$ cat src/rtl/gol_generation_sequencer.sv
// Runs N Game-of-Life generations on the engine, ping-ponging between board buffers A and B.
// Engine handshake: enable is held high with both addresses stable until completed rises, then dropped until completed falls.
module gol_generation_sequencer #(
  parameter int ADDR_W         = 12,
  parameter int GEN_W          = 16,
  parameter int TIMEOUT_CYCLES = 1000000
) (
  input  logic              clock,
  input  logic              reset,
  input  logic              io_start,
  input  logic              io_abort,
  input  logic [ADDR_W-1:0] io_buf_a_address,
  input  logic [ADDR_W-1:0] io_buf_b_address,
  input  logic [GEN_W-1:0]  io_generations,
  output logic              io_engine_enable,
  output logic [ADDR_W-1:0] io_engine_starting_address,
  output logic [ADDR_W-1:0] io_engine_result_address,
  input  logic              io_engine_completed,
  output logic              io_busy,
  output logic              io_done,
  output logic [1:0]        io_error,
  output logic [ADDR_W-1:0] io_final_address,
  output logic [GEN_W-1:0]  io_generation_count
);

  localparam int TMR_W = (TIMEOUT_CYCLES > 2) ? $clog2(TIMEOUT_CYCLES) : 1;
  localparam logic [TMR_W-1:0] TMR_LAST = TMR_W'(TIMEOUT_CYCLES - 1);

  typedef enum logic [2:0] {
    S_IDLE, S_LOAD, S_RUN, S_DRAIN, S_DONE, S_ERROR
  } state_t;

  state_t            state;
  logic              start_q;
  logic              rise_q;
  logic [GEN_W-1:0]  n_q;
  logic [ADDR_W-1:0] a_q;
  logic [ADDR_W-1:0] b_q;
  logic [ADDR_W-1:0] src;
  logic [ADDR_W-1:0] dst;
  logic [TMR_W-1:0]  timer;
  logic              enable;
  logic [ADDR_W-1:0] starting;
  logic [ADDR_W-1:0] result;
  logic              busy;
  logic              done;
  logic [1:0]        error;
  logic [ADDR_W-1:0] final_addr;
  logic [GEN_W-1:0]  count;
  logic              idle_like;

  assign idle_like = (state == S_IDLE) || (state == S_DONE) || (state == S_ERROR);

  always_ff @(posedge clock) begin
    if (reset) begin
      state      <= S_IDLE;
      start_q    <= 1'b1;
      rise_q     <= 1'b0;
      n_q        <= '0;
      a_q        <= '0;
      b_q        <= '0;
      src        <= '0;
      dst        <= '0;
      timer      <= '0;
      enable     <= 1'b0;
      starting   <= '0;
      result     <= '0;
      busy       <= 1'b0;
      done       <= 1'b0;
      error      <= 2'b00;
      final_addr <= '0;
      count      <= '0;
    end else begin
      start_q <= io_start;
      // Rises seen while a run is in flight are dropped, not deferred.
      rise_q  <= io_start & ~start_q & idle_like;
      case (state)
        S_IDLE, S_DONE, S_ERROR: begin
          if (rise_q) begin
            state      <= S_LOAD;
            busy       <= 1'b1;
            done       <= 1'b0;
            error      <= 2'b00;
            count      <= '0;
            n_q        <= io_generations;
            a_q        <= io_buf_a_address;
            b_q        <= io_buf_b_address;
            src        <= io_buf_a_address;
            dst        <= io_buf_b_address;
            final_addr <= io_buf_a_address;
          end
        end
        S_LOAD: begin
          if (io_abort) begin
            state <= S_IDLE;
            busy  <= 1'b0;
            done  <= 1'b0;
          end else if (a_q == b_q) begin
            state <= S_ERROR;
            busy  <= 1'b0;
            error <= 2'b10;
          end else if (n_q == '0) begin
            state      <= S_DONE;
            busy       <= 1'b0;
            done       <= 1'b1;
            final_addr <= a_q;
            count      <= '0;
          end else begin
            state    <= S_RUN;
            enable   <= 1'b1;
            starting <= src;
            result   <= dst;
            timer    <= '0;
          end
        end
        S_RUN: begin
          if (io_abort) begin
            state  <= S_IDLE;
            busy   <= 1'b0;
            done   <= 1'b0;
            enable <= 1'b0;
          end else if (io_engine_completed) begin
            state      <= S_DRAIN;
            count      <= count + GEN_W'(1);
            final_addr <= dst;
            src        <= dst;
            dst        <= src;
            enable     <= 1'b0;
            timer      <= '0;
          end else if (timer == TMR_LAST) begin
            state  <= S_ERROR;
            busy   <= 1'b0;
            error  <= 2'b01;
            enable <= 1'b0;
          end else begin
            timer <= timer + TMR_W'(1);
          end
        end
        S_DRAIN: begin
          if (io_abort) begin
            state <= S_IDLE;
            busy  <= 1'b0;
            done  <= 1'b0;
          end else if (!io_engine_completed) begin
            if (count == n_q) begin
              state <= S_DONE;
              busy  <= 1'b0;
              done  <= 1'b1;
            end else begin
              state    <= S_RUN;
              enable   <= 1'b1;
              starting <= src;
              result   <= dst;
              timer    <= '0;
            end
          end else if (timer == TMR_LAST) begin
            state <= S_ERROR;
            busy  <= 1'b0;
            error <= 2'b01;
          end else begin
            timer <= timer + TMR_W'(1);
          end
        end
        default: begin
          state  <= S_IDLE;
          busy   <= 1'b0;
          enable <= 1'b0;
        end
      endcase
    end
  end

  assign io_engine_enable           = enable;
  assign io_engine_starting_address = starting;
  assign io_engine_result_address   = result;
  assign io_busy                    = busy;
  assign io_done                    = done;
  assign io_error                   = error;
  assign io_final_address           = final_addr;
  assign io_generation_count        = count;

endmodule

$ cat config.mk
export PLATFORM = sky130hd
export DESIGN_NAME = gol_generation_sequencer
export DESIGN_NICKNAME = d
export VERILOG_FILES = /design/src/rtl/gol_generation_sequencer.sv
export SDC_FILE = /design/constraint.sdc
export NUM_CORES = 1
export LEC_CHECK = 0
export ABC_AREA = 1
export BUFFER_PORTS_ARGS = -buffer_cell sky130_fd_sc_hd__buf_2
export CORE_AREA = 4 4 181 95
export CTS_CLUSTER_SIZE = 28
export DETAILED_ROUTE_END_ITERATION = 8
export DIE_AREA = 0 0 185 99
export PLACE_DENSITY = 0.67
export SLEW_MARGIN = 20
export SYNTH_ARGS = -nofsm -noshare
export SYNTH_HDL_FRONTEND = slang
export SYNTH_SLANG_ARGS = --single-unit
$ cat constraint.sdc
create_clock -name clock -period 2.27 [get_ports clock]
set_input_delay 0.454 -clock clock [delete_from_list [all_inputs] [get_ports clock]]
set_output_delay 0.454 -clock clock [all_outputs]
set_load 0.01 [all_outputs]
### Word level (Yosys, flattened, before mapping)

Index checks and enable logic that the tools add are counted.

| storage, ports and cells | value |
|---|---|
| logic and storage cells | 166 |
| bits of input ports | 45 |
| output and inout port bits | 57 |
| register bits after elaboration | 146 |

| cells by class | value |
|---|---|
| equality and inequality tests | 31 |
| bitwise logic cells | 4 |
| mux-type cells | 93 |
| reductions and logical operators | 19 |
| $add $sub $neg | 2 |

Operators with widths:

| kind | number |
|---|---|
| 2-to-1 mux 12 bit | 21 |
| 2-to-1 mux 20 bit | 9 |
| 2-to-1 mux 16 bit | 6 |
| one-hot mux 12 bit (2 select lines) | 4 |
| one-hot mux 20 bit (3 select lines) | 1 |
| one-hot mux 16 bit (3 select lines) | 1 |
| one-hot mux 12 bit (3 select lines) | 1 |
| 2-to-1 mux 3 bit | 10 |
| != test 2 bit (second input constant) | 14 |
| AND reduction 7 bit | 4 |
| 2-to-1 mux 1 bit | 27 |
| adder 20 x 1 -> 20 bit (second input constant) | 1 |
| equality test 20 bit (second input constant) | 1 |
| != test 3 bit (second input constant) | 6 |
| adder 16 x 1 -> 16 bit (second input constant) | 1 |
| equality test 16 bit | 1 |
| zero test 16 bit | 1 |
| 2-to-1 mux 2 bit | 8 |
| AND reduction 8 bit | 2 |
| equality test 12 bit | 1 |
| != test 4 bit (second input constant) | 3 |
| one-hot mux 1 bit (4 select lines) | 3 |
| one-hot mux 3 bit (4 select lines) | 1 |
| one-hot mux 2 bit (4 select lines) | 1 |
| other kinds (13) | 21 |

### Longest topological paths before layout

Gate-level depths: netlist (run 1).

| depth | value |
|---|---|
| word-level depth | 5 |
| depth in mapped cells | 13 |
| mapped depth without buffers | 13 |

### Least setup slack after synthesis (run 1)

OpenSTA, ideal clock, no wires.

| path | value |
|---|---|
| kind | reg2reg |
| start | register timer[0] |
| end | register error[1], in the netlist io_error[1] |
| required time | 2.200 ns |
| arrival | 1.687 ns |
| cell stages (with the launch flop) | 11 |
| setup time | 0.070 ns |
| buffers on the path | 1 |
| period minus slack after synthesis | 1.757 ns |
| path slack | 0.513 ns |
| cells stage by stage | dfxtp_1 -> ha_1 -> nand3_1 -> nor2_2 -> nand3_1 -> buf_2 -> nand2_1 -> nand3_1 -> inv_1 -> nand2_1 -> a21oi_1 |

| on the way | value |
|---|---|
| cells in the longest elaborated chain, start to end | 5 |
| elaborated cells on any way between the ends | 7 |
| classes of those cells | eq/ne (1); mux (6) |

Ends and longest elaborated chain:

| element | RTL line | source |
|---|---|---|
| from (decl) | 41 | `logic [TMR_W-1:0] timer;` |
| from (signal assigned) | 136 | `timer <= timer + TMR_W'(1);` |
| from (signal assigned) | 161 | `timer <= timer + TMR_W'(1);` |
| equality test 20 bit * | 130, 156 |  |
| 2-to-1 mux 2 bit * | - |  |
| 2-to-1 mux 2 bit, on equally long branches (2 in a row) | - |  |
| one-hot mux 2 bit (4 select lines) * | - |  |
| to (signal assigned) | 70 | `error <= 2'b00;` |
| to (signal assigned) | 83 | `error <= 2'b00;` |
| to (signal assigned) | 101 | `error <= 2'b10;` |
| to (decl) | 47 | `logic [1:0] error;` |

Every way passes the cells marked *; elsewhere a longest branch is shown, timed or not. The select of a mux whose other input is x is not followed.
A chain may end at the register's enable or synchronous reset.

### Final worst setup path (run 1)

| path | value |
|---|---|
| start | register timer[1] |
| end | register error[1], in the netlist io_error[1] |

Same word-level chain as after synthesis.

==> results of run 1 <==
report_power, final:
group / switching (mW) / internal (mW) / total, mW
Combinational: 1.09 / 0.538 / 1.62
Clock: 1.26 / 1.43 / 2.70
Sequential: 0.191 / 2.83 / 3.02
final cells by class:
type                       instances  area [sq um]  area share [%]
multi-input combinational        882          4180            46.4
sequential                       146          2920            32.4
timing repair buffer             136           806            8.94
clock buffer                      18           429            4.76
inverter                          81           304            3.37
tap                              204           255            2.83
clock inverter                    14           119            1.32
metrics by stage:
stage | total power, mW | worst slack [ns] | util, % | hold slack, ns
after floorplan | 4.17 | 0.513 | - | 0.375
after global placement | 4.66 | 0.235 | 55.0 | 0.386
after detailed placement | 4.69 | 0.106 | 55.0 | 0.387
after CTS | 7.36 | 0.0894 | 58.6 | 0.217
after global routing | 7.72 | 0.0104 | 58.6 | 0.240
final | 7.34 | 0.247 | 58.6 | 0.221
worst paths after layout:
| path | end | startpoint | slack [ns] |
|---|---|---|---|
| max | io_error[1]$_SDFFE_PP0P_ | timer[1]$_SDFFE_PP0P_ | 0.25 |
| min | start_q$_SDFF_PP1_ | io_start | 0.22 |
| max reg2reg | io_error[1]$_SDFFE_PP0P_ | timer[1]$_SDFFE_PP0P_ | 0.25 |
| min reg2reg | rise_q$_SDFF_PP0_ | start_q$_SDFF_PP1_ | 0.40 |
flip-flops by register name, summed over array words and instances, names as in the netlist:
signal,flops
rise_q,1
io_generation_count,16
io_final_address,12
src,12
io_busy,1
io_error,2
start_q,1
io_done,1
io_engine_result_address,12
io_engine_starting_address,12
dst,12
n_q,16
a_q,12
b_q,12
timer,20
state,3
io_engine_enable,1
worst min-delay path, delay by kind of cell:
kind / cells / cell delay, ns
and+or+nand+nor: 1 / 0.04
buffers and inverters: 2 / 0.12
Yosys cell counts, types with 3 or more instances:
master / instances / share of area (%)
nand2_1: 299 / 15
inv_1: 73 / 3.5
nand2_4: 3 / 0.44
buf_2: 13 / 0.84
a21oi_1: 84 / 5.4
nand4_1: 41 / 3.3
o211ai_1: 6 / 0.58
nor2_1: 153 / 7.4
a31oi_1: 24 / 1.9
nand2_2: 3 / 0.24
dfxtp_1: 146 / 38
nor2_2: 8 / 0.65
clkbuf_1: 32 / 1.6
xnor2_1: 9 / 1.0
xor2_1: 17 / 1.9
buf_1: 6 / 0.29
nand3_1: 105 / 6.8
o21ai_0: 100 / 6.5
nor3_1: 10 / 0.65
buf_6: 9 / 1.3
inv_2: 7 / 0.34
o21bai_1: 4 / 0.39
buf_4: 3 / 0.29
layer usage:
layer,vias to the layer above,part of all wire (%),global-route usage (%),wire (um)
met5,-,0,0,0
met4,0,1.9,6.99,425
met3,34,6.6,5.13,1500
met2,278,45,39.4,10200
met1,3781,46,34.9,10500
li1,4062,-,-,-
placed cells by master, fill, tap and decap left out, drive strengths merged, types with 6 or more instances in the layout:
cell    instances
clkbuf         18
nand2         305
xnor2           9
xor2           17
a21oi          84
nand3         107
a31oi          24
inv            88
nand4          43
nor3           10
o211ai          6
buf           136
nor2          163
dfxtp         146
o21ai         103
cells by family (layout without fill, tap and decap cells):
| logic type | count (synthesis) | count (layout) |
|---|---|---|
| compound gates | 222 | 222 |
| simple gates | 632 | 632 |
| buf+inv | 144 | 249 |
| fa+ha+maj | 2 | 2 |
| xor+xnor | 26 | 26 |
| flops | 146 | 146 |
repair_timing:
action	4_1_cts	5_1_grt
setup endpoints to repair	0	13
resized for setup	0	2
endpoints found under the hold margin	0	0
==> flow_summary.yaml, run 1 <==
sta:
  setup_viol: 0
  layout_min_cycle_time_ns: 2.02
  max_freq_ghz: 0.494
  rsz0062_at_grt: "no"
  hold_viol: 0
  setup-tns-final_ns: 0
  slew_headroom_pct: 56.1
  min_period_over_period_pct: 89.1
  skew_ns: 0.0174
  worst_slew_pin_slew_ns: 0.658
  drv_slew: 0
setup_path:
  path_buf_inv: 1
  arrival_ns: 2.36
  crit_path_max_fanout: 11
  cp.depth: 9
  reg2reg_depth: 9
  path_delay_family: "simple AND/OR/NAND/NOR gates"
  critPathMaxStageDelay_ns: 0.42
  path_cells: "ha_2 > nand3_1 > nor2_2 > nand3_2 > nand2_1 > nand3_1 > inv_1 > nand2_1 > a21oi_1"
  endpoint_kind: "register"
  cpMaxStageDelayCell: "dfxtp_1"
  worstSetupPathType: "register to register"
  crit_required_ns: 2.61
  start_kind: "register"
cells_and_area:
  nNetsFinal: 1311
  syn2layout_area_growth_pct: 16.7
  fin_area_sq_um: 9010
  insertedDiodeCount: 0
  layout-drive-gt1-share_pct: 15.7
  fill_cells: 1520
  final_cells: 1481
clocking:
  root_buffer: "clkbuf_16"
  cts_num_sinks: 146
  htreeDepth: 4
  cts_buffers: 17
  cts_tree: "built"
  hold_buffers: 0
  clk_pin_slew_ns: 0.06
  post_cts_buffers: 0
  clock_path_buffers: 2
  worstSkewPairLatency_ns: 0.42
power:
  power.leakage_nw: 3.82
  powerDensity_nw_per_um2: 815
  ir_drop_mv: 0.562
run_status:
  outcome: "complete, no violations"
floorplanning:
  die_w_um: 185
  row_count: 32
  initial_core_util_pct: 50.3
  core_sq_um: 15400
  die-area_sq_um: 18300
  die_h_um: 99
  ioPinCount: 102
synthesis:
  synth-adder-area-share_pct: 0.324
  synthSimpleGateAreaFrac_pct: 35.5
  synth_edf_count: 0
  syn-num-nets: 1219
  synth_flop_cell: "dfxtp_1"
  netlist_area_sq_um: 7730
  synthCells: 1172
  yosysSeqAreaShare_pct: 37.8
  synth_mux_area_share_pct: 0
  synth_xor_area_share_pct: 2.95
  synth-seq-cells: 146
  synth_top_family_by_area: "simple AND/OR/NAND/NOR gates"
  syn_avg_cell_area_sq_um: 6.59
  synth-compound-area-share_pct: 15.2
  yosysWarnings: 0
  ys_types: 34
  async_reset_ff_share_pct: 0
route:
  wirelength_um: 22700
  post_drt_wl_per_cell_um: 15.3
  vias: 8155
  viasPerCell: 5.51
  drc: 0
  drt-initial-drc-count: 759
  ant_nets: 0
  drtPass1Iterations: 7
place:
  gp_congestion: 0.931
  dp.cells: 1449
  numPortBuffers: 101
  placed_area_sq_um: 8460
  dp_hpwl_um: 16000
flow_run:
  maxCapViolCount: 0
grt:
  antenna_found_initial: 0
  grt_pass1_vias: 7656
  gr-total-overflow: 0
  grt_max_degree: 58
  grt_pass1_wl_um: 38100
  grt_usage_pct: 25.0
worst_hold_path:
  hold_path.class: "input pin to register"
  hold_path_depth: 3
No activity file was read; power rests on OpenSTA's default activity.
==> run 2: changes to the inputs <==
Settings changed: CORE_AREA 4 4 181 95 to 4 4 173 91, DIE_AREA 0 0 185 99 to 0 0 177 95, PLACE_DENSITY 0.67 to 0.73, REMOVE_ABC_BUFFERS set to 1.
==> flow_summary.yaml, run 2 (synthesized netlist as in run 1, its figures left out) <==
run_status:
  outcome: "complete, no violations"
setup_path:
  crit_start: "state[2]$_SDFFE_PP0N_"
  endpoint_kind: "register"
  reg2reg_depth: 12
  cpMaxStageDelayCell: "dfxtp_1"
  critPathMaxStageDelay_ns: 0.32
  crit_required_ns: 2.58
  r2r_slack_ns: 0.22
  worstSetupPathType: "register to register"
  critPathCapture: "io_final_address[4]$_SDFFE_PP0P_"
  arrival_ns: 2.36
  crit_path_max_fanout: 16
  r2r_start: "state[2]$_SDFFE_PP0N_"
  reg2reg_to: "io_final_address[4]$_SDFFE_PP0P_"
  path_cells: "inv_2 > nand2_2 > nor2_2 > buf_12 > inv_1 > nand2_1 > clkinvlp_4 > buf_12 > nand2_1 > o211ai_1 > o21ai_0 > nor2_1"
  start_kind: "register"
grt:
  met1_usage_pct: 35.5
  grt_pass1_vias: 7467
  grt_max_degree: 90
  use_met3_pct: 4.56
  busiest_layer: "met2"
  grt_pass1_wl_um: 36600
  grt_usage_pct: 26.6
  antenna_found_initial: 0
  gr-total-overflow: 0
  met2_usage_pct: 44.9
clocking:
  htreeDepth: 4
  clock_path_buffers: 2
  cts_num_sinks: 146
  root_buffer: "clkbuf_16"
  hold_buffers: 0
  worstSkewPairLatency_ns: 0.43
  cts_tree: "built"
  cts_buffers: 17
  clk_pin_slew_ns: 0.06
sta:
  setup-tns-final_ns: 0
  min_period_over_period_pct: 90.3
  skew_ns: 0.0184
  max_freq_ghz: 0.488
  worst_slew_pin_slew_ns: 0.671
  rsz0062_at_grt: "no"
  hold_viol: 0
  worst_hold_slack_ns: 0.228
  slew_headroom_pct: 55.3
  layout_min_cycle_time_ns: 2.05
  fin_ws_ns: 0.221
  drv_slew: 0
  setup_viol: 0
place:
  dp_hpwl_um: 14800
  numPortBuffers: 101
  gp_congestion: 0.926
  placed_area_sq_um: 8420
  dpl_worst_slack_ns: 0.173
route:
  viasPerCell: 5.53
  drt-initial-drc-count: 589
  drc: 0
  wirelength_um: 22300
  drtPass1Iterations: 5
  vias: 8120
  post_drt_wl_per_cell_um: 15.2
  ant_nets: 0
floorplanning:
  die_w_um: 177
  initial_core_util_pct: 54.3
  core_sq_um: 14200
  die-area_sq_um: 16800
  ioPinCount: 102
  die_h_um: 95
  row_count: 31
flow_run:
  maxCapViolCount: 0
cells_and_area:
  nNetsFinal: 1305
  insertedDiodeCount: 0
  layout-drive-gt1-share_pct: 15.4
  syn2layout_area_growth_pct: 16.8
  fin_area_sq_um: 9030
  regMostFlops: "timer"
  final_cell_mix: "nand2_1, nor2_1, dfxtp_1"
  final_common_cell: "nand2_1"
  largest_reg_flops: 20
  utilization_pct: 63.4
power:
  powerDensity_nw_per_um2: 823
  ir_drop_mv: 0.802
  power.leakage_nw: 3.82
worst_hold_path:
  hold_path.class: "input pin to register"
==> run 2: cell count changes in the layout (fill, tap and decap cells not counted), moves of 2 or more <==
cell	delta
buf_12	+3
clkinvlp_4	-2
buf_4	-9
inv_8	+3
==> run 2: timing repair <==
action / CTS / global route
resized for setup: 0 / 5
setup endpoints to repair: 0 / 16
setup buffers: 0 / 2
==> run 2: stage by stage <==
| stage | cells | total power, mW |
|---|---|---|
| global route | 1469 | 7.80 |
| global placement | 1435 | 4.63 |
| CTS | 1467 | 7.41 |
| detailed placement | 1435 | 4.67 |
| finish | 1469 | 7.43 |
| floorplan | 1109 | 4.00 |
==> run 2: how the worst min path moves through the flow <==
stage,depth (start not counted),endpoint,startpoint,slack (ns)
6_report,3,start_q$_SDFF_PP1_,io_start,0.23
4_1_cts,3,start_q$_SDFF_PP1_,io_start,0.23
3_3_place_gp,1,rise_q$_SDFF_PP0_,start_q$_SDFF_PP1_,0.38
5_1_grt,3,start_q$_SDFF_PP1_,io_start,0.24
2_1_floorplan,1,rise_q$_SDFF_PP0_,start_q$_SDFF_PP1_,0.37
3_5_place_dp,1,rise_q$_SDFF_PP0_,start_q$_SDFF_PP1_,0.39
==> run 2: per-layer routing <==
layer	part of all wire (%)	vias up	wire length [um]
li1	-	4056	-
met3	4.7	33	1050
met2	46	234	10300
met5	0	-	0
met1	48	3797	10600
met4	1.5	0	326
==> run 2: worst max-delay path: cells and delay by family, from the launching register on <==
kind,cells,cell delay (ns)
flip-flops,1,0.32
AND/OR/NAND/NOR,5,0.56
AO/OA/AOI/OAI,2,0.30
buffers and inverters,5,0.73
==> run 2: report_power, final <==
part,switching [mW],internal (mW)
Clock,1.29,1.46
Sequential,0.167,2.83
Combinational,1.11,0.569
Total,2.56,4.86
==> run 2: final cells by class <==
class,count,area [sq um]
Multi-Input combinational cell,882,4190
Fill cell,1327,5210
Clock buffer,18,429
Inverter,81,308
Clock inverter,14,134
Tap cell,198,248
Timing Repair Buffer,130,798
Sequential cell,146,2920
